===== src/rtl/mem_port_arbiter.sv =====
// Round-robin arbiter and sequencer for the shared memory port: grants the core
// or the debug/loader port, holds the latched access for WAIT cycles, then acks.
module mem_port_arbiter #(
  parameter int AW   = 32,
  parameter int DW   = 32,
  parameter int WAIT = 2
) (
  input  logic          clk,
  input  logic          reset,
  input  logic          cpu_req,
  input  logic          cpu_we,
  input  logic [AW-1:0] cpu_addr,
  input  logic [DW-1:0] cpu_wdata,
  output logic          cpu_ack,
  output logic [DW-1:0] cpu_rdata,
  input  logic          dbg_req,
  input  logic          dbg_we,
  input  logic [AW-1:0] dbg_addr,
  input  logic [DW-1:0] dbg_wdata,
  output logic          dbg_ack,
  output logic [DW-1:0] dbg_rdata,
  output logic          mem_en,
  output logic          mem_we,
  output logic [AW-1:0] mem_addr,
  output logic [DW-1:0] mem_wdata,
  input  logic [DW-1:0] mem_rdata,
  output logic          busy
);

  localparam int CW = (WAIT > 1) ? $clog2(WAIT) : 1;
  localparam logic [CW-1:0] CNT_LOAD = CW'(WAIT - 1);
  localparam logic [CW-1:0] CNT_ONE  = CW'(1);
  localparam logic [CW-1:0] CNT_ZERO = CW'(0);

  typedef enum logic [1:0] {
    IDLE   = 2'd0,
    ACCESS = 2'd1,
    DONE   = 2'd2
  } state_t;

  state_t          state_r;
  state_t          state_nxt_s;
  logic [CW-1:0]   cnt_r;
  logic            owner_r;       // 1 = debug port owns the current transfer
  logic            last_grant_r;  // 1 = debug port won the most recent grant
  logic            lat_we_r;
  logic [AW-1:0]   lat_addr_r;
  logic [DW-1:0]   lat_wdata_r;
  logic [DW-1:0]   cpu_rdata_r;
  logic [DW-1:0]   dbg_rdata_r;
  logic            grant_s;
  logic            grant_dbg_s;
  logic            capture_s;

  // Next-state, grant selection and read-capture decode
  always_comb begin
    state_nxt_s = state_r;
    grant_s     = 1'b0;
    grant_dbg_s = 1'b0;
    capture_s   = 1'b0;
    case (state_r)
      IDLE: begin
        if (cpu_req && dbg_req) begin
          grant_s     = 1'b1;
          grant_dbg_s = ~last_grant_r;
          state_nxt_s = ACCESS;
        end else if (cpu_req) begin
          grant_s     = 1'b1;
          grant_dbg_s = 1'b0;
          state_nxt_s = ACCESS;
        end else if (dbg_req) begin
          grant_s     = 1'b1;
          grant_dbg_s = 1'b1;
          state_nxt_s = ACCESS;
        end else begin
          state_nxt_s = IDLE;
        end
      end
      ACCESS: begin
        if (cnt_r == CNT_ZERO) begin
          capture_s   = ~lat_we_r;
          state_nxt_s = DONE;
        end else begin
          state_nxt_s = ACCESS;
        end
      end
      DONE:    state_nxt_s = IDLE;
      default: state_nxt_s = IDLE;
    endcase
  end

  // State register and wait counter
  always_ff @(posedge clk or posedge reset) begin
    if (reset) begin
      state_r <= IDLE;
      cnt_r   <= CNT_ZERO;
    end else begin
      state_r <= state_nxt_s;
      if (grant_s) begin
        cnt_r <= CNT_LOAD;
      end else if (state_r == ACCESS && cnt_r != CNT_ZERO) begin
        cnt_r <= cnt_r - CNT_ONE;
      end
    end
  end

  // Request latch: requester inputs are only sampled at the grant
  always_ff @(posedge clk or posedge reset) begin
    if (reset) begin
      owner_r      <= 1'b0;
      last_grant_r <= 1'b1;
      lat_we_r     <= 1'b0;
      lat_addr_r   <= {AW{1'b0}};
      lat_wdata_r  <= {DW{1'b0}};
    end else if (grant_s) begin
      owner_r      <= grant_dbg_s;
      last_grant_r <= grant_dbg_s;
      lat_we_r     <= grant_dbg_s ? dbg_we    : cpu_we;
      lat_addr_r   <= grant_dbg_s ? dbg_addr  : cpu_addr;
      lat_wdata_r  <= grant_dbg_s ? dbg_wdata : cpu_wdata;
    end
  end

  // Per-owner read data, updated only by that owner's reads
  always_ff @(posedge clk or posedge reset) begin
    if (reset) begin
      cpu_rdata_r <= {DW{1'b0}};
      dbg_rdata_r <= {DW{1'b0}};
    end else if (capture_s) begin
      if (owner_r) begin
        dbg_rdata_r <= mem_rdata;
      end else begin
        cpu_rdata_r <= mem_rdata;
      end
    end
  end

  // Outputs decode only from registered state, so reset clears them asynchronously
  assign mem_en    = (state_r == ACCESS);
  assign mem_we    = (state_r == ACCESS) & lat_we_r;
  assign mem_addr  = lat_addr_r;
  assign mem_wdata = lat_wdata_r;
  assign cpu_ack   = (state_r == DONE) & ~owner_r;
  assign dbg_ack   = (state_r == DONE) & owner_r;
  assign cpu_rdata = cpu_rdata_r;
  assign dbg_rdata = dbg_rdata_r;
  assign busy      = (state_r != IDLE);

endmodule


===== config.mk =====
export PLATFORM = sky130hd
export DESIGN_NAME = mem_port_arbiter
export DESIGN_NICKNAME = d
export VERILOG_FILES = /design/src/rtl/mem_port_arbiter.sv
export SDC_FILE = /design/constraint.sdc
export NUM_CORES = 1
export LEC_CHECK = 0
export ABC_AREA = 0
export ABC_CLOCK_PERIOD_IN_PS = 3600
export BUFFER_PORTS_ARGS = -buffer_cell sky130_fd_sc_hd__buf_4
export CORE_ASPECT_RATIO = 0.8
export CORE_UTILIZATION = 41
export DETAILED_ROUTE_END_ITERATION = 8
export PLACE_DENSITY = 0.76
export SLEW_MARGIN = 20
export SYNTH_ARGS = -nofsm -noshare
export SYNTH_HDL_FRONTEND = slang
export SYNTH_SLANG_ARGS = --single-unit
export TNS_END_PERCENT = 1

===== constraint.sdc =====
create_clock -name clk -period 3.6 [get_ports clk]
set_input_delay 0.18 -clock clk [delete_from_list [all_inputs] [get_ports clk]]
set_output_delay 0.18 -clock clk [all_outputs]
set_load 0.03 [all_outputs]

==> flow_metrics.tcl <==
set metrics [dict create \
    cp_cell_sequence "nor2_4, inv_2, buf_4" \
    slew_headroom_pct 32.6 \
    grtUsageTotal_pct 25.5 \
    postCtsSetupRepairBufs 0 \
    post-route-drc-count 0 \
    dr.pass1.iters 4 \
    num_io_pins 299 \
    fin_crit_ns 2.62 \
    portBuffers 298 \
    first_iter_violations 364 \
    ys_top_cells_by_count "dfrtp_1 (133), nor2_1 (67), a21oi_1 (64), o21ai_0 (64), o31ai_1 (64)" \
    critPathKind "reg -> out" \
    ctsHoldBuffers 30 \
    syn_nets 694 \
    dieArea_um2 14900 \
    fmax_mhz 381 \
    drive_above_1_share_pct 44.3 \
    finalClockSkew_ns 0.0138 \
    grt_overflow 0 \
    cts_buffers 17 \
    slowest_delay_ns 0.61 \
    routed_via_density 5.36 \
    tightestPinTransition_ns 1.01 \
    tns_ns 0 \
    cp_data_required_time_ns 3.42 \
    gp_congestion 0.788 \
    final_max_slew_viol_count 0 \
    synth_cell_types 28 \
    antenna_cells 0 \
    synthCells 528 \
    die_w_um 136 \
    powerDensity_nw_per_um2 1020 \
    clkLatencyLatePin_ns 0.42 \
    yosysMostFrequentCell "dfrtp_1" \
    yosys_most_used_dff "dfrtp_1" \
    path_clk_slew_ns 0.06 \
    combPwrFrac_pct 52.6 \
    cts_sinks 134 \
    yosys_register_bits 134 \
    route.antenna.remaining_nets 0 \
    hold_violations 0 \
    dp_hpwl_um 12800 \
    synth_edf_count 0 \
    grt_antenna_before_repair 0 \
    syn_area_per_cell_um2 11.2 \
    grt_pass1_vias 5556 \
    yosys.area.top_type_share_pct 56.2 \
    rsz0062_at_grt "no" \
    start_util_pct 42.8 \
    vias 5505 \
    fin_nets 1001 \
    path_max_fanout 67 \
    cts_tree "yes" \
    switchingPower_w 0.00410 \
    syn_area_um2 5920 \
    status "complete, no violations" \
    swShare_pct 43.9 \
    fp-row-count 38 \
    min_path_type "in -> reg" \
    ctsResizeCount 0 \
    setup_slack_ns 0.976 \
    yosysTopAreaCell "dfrtp_1" \
    crit_path_start_kind "flop" \
    clockRootBuffer "clkbuf_16" \
    power_frac_clock_pct 17.9 \
    period_share_pct 72.9 \
    p_int_w 0.00523 \
    place_ws_ns 1.18 \
    max-vdd-ir-drop_mv 0.656 \
    die-height_um 110 \
    synth_area_leaders "dfrtp_1 (56%), o31ai_1 (8.1%), mux2_4 (7.6%)" \
    grt_first_pass_wirelength_um 28800 \
    grt_max_degree 80 \
    worstSetupEndpointType "output pin" \
    clockBufferDepth 2 \
    synth_warnings 0 \
    cp.arrival_ns 2.44 \
    cpMaxStageDelayCell "nor2_4" \
    core-area_um2 13800 \
    syn_to_final_growth_pct 55.0 \
    htree_num_levels 4 \
    setup_violations 0 \
    leakage_nw 4.43 \
    drt_wl_total_um 19000 \
    pwr-share-seq_pct 29.4 \
    avgRoutedWirePerCell_um 18.4 \
    seq_area_frac_synth_pct 56.6 \
    drv_cap 0 \
    synthArstFlopShare_pct 100 \
]
## final timing paths
path | from | end | slack, ns | depth (start not counted)
min in group asynchronous | reset | cpu_rdata[9] | 0.45 | 4
max in group asynchronous | reset | mem_addr[6] | 2.51 | 4
worst min-delay path | mem_rdata[10] | cpu_rdata[10] | 0.02 | 2
worst min register to register | cpu_rdata[18] | cpu_rdata[18] | 0.49 | 1
worst max register to register | state_r[0] | mem_wdata[27] | 1.24 | 4
worst max-delay path | state_r[0] | busy | 0.98 | 3
## registers in the layout, summed over array words and instances (netlist names)
register,count
cpu_rdata,32
cnt_r,1
lat_we_r,1
dbg_rdata,32
owner_r,1
last_grant_r,1
state_r,2
mem_wdata,32
mem_addr,32
## logic make-up after synthesis
kind of cell | Yosys count | synth area share (%)
buffers and inverters | 53 | 3.87
multiplexers | 64 | 14.1
flip-flops | 134 | 56.6
AO/OA/AOI/OAI | 200 | 19.9
AND/OR/NAND/NOR | 77 | 5.49
## worst max-delay path, delay by kind of cell (launching register included)
family	cells	cell delay, ns
simple gates	1	0.61
buf+inv	2	0.97
flops	1	0.44
## layout by cell type (no fill, tap or decap), drive strengths merged, types with 24 or more instances in the layout
| cell | Yosys | routed |
|---|---|---|
| mux2 | 64 | 64 |
| dlygate4sd3 | 0 | 31 |
| o31ai | 64 | 64 |
| dfrtp | 133 | 133 |
| nor2 | 67 | 67 |
| clkbuf | 35 | 24 |
| buf | 14 | 306 |
| a21oi | 64 | 64 |
| o21ai | 66 | 66 |
## power by group through the flow
| stage | clock network [W] | logic [W] | registers, W |
|---|---|---|---|
| after floorplan | 0 | 0.00165 | 0.00409 |
| after global placement | 0 | 0.00479 | 0.00271 |
| after detailed placement | 0 | 0.00490 | 0.00275 |
| after CTS | 0.00171 | 0.00493 | 0.00273 |
| after global routing | 0.00179 | 0.00521 | 0.00283 |
| final | 0.00167 | 0.00491 | 0.00275 |
## through the flow
| step | hold slack (ns) | power, W | utilization [%] | instances | area (µm²) |
|---|---|---|---|---|---|
| finish | 0.0224 | 0.00933 | 66.3 | 1028 | 9180 |
| global route | 0.00495 | 0.00983 | 66.3 | 1028 | 9180 |
| CTS | 0.000621 | 0.00937 | 66.2 | 1027 | 9170 |
| detailed placement | 0.346 | 0.00765 | 59.9 | 965 | 8290 |
| global placement | 0.333 | 0.00750 | 59.9 | 965 | 8290 |
| floorplan | 0.312 | 0.00574 | - | 528 | 5930 |
## metal layers
metal	up-vias	GRT usage [%]	routed length, µm	share of wire [%]
met5	-	0	0	0
met4	0	10.9	426	2.2
met3	31	8.99	1550	8.2
met2	254	44.1	9680	51
met1	2696	28.4	7290	38
li1	2524	-	-	-
## layout make-up
cell class	instances	area, µm²
timing repair buffer	337	2620
tap	180	225
multi-input combinational	341	2390
clock inverter	8	98.8
fill	1038	4660
sequential	134	3350
clock buffer	24	472
inverter	4	18.8
Note: power is estimated with default switching activity, not from simulation.
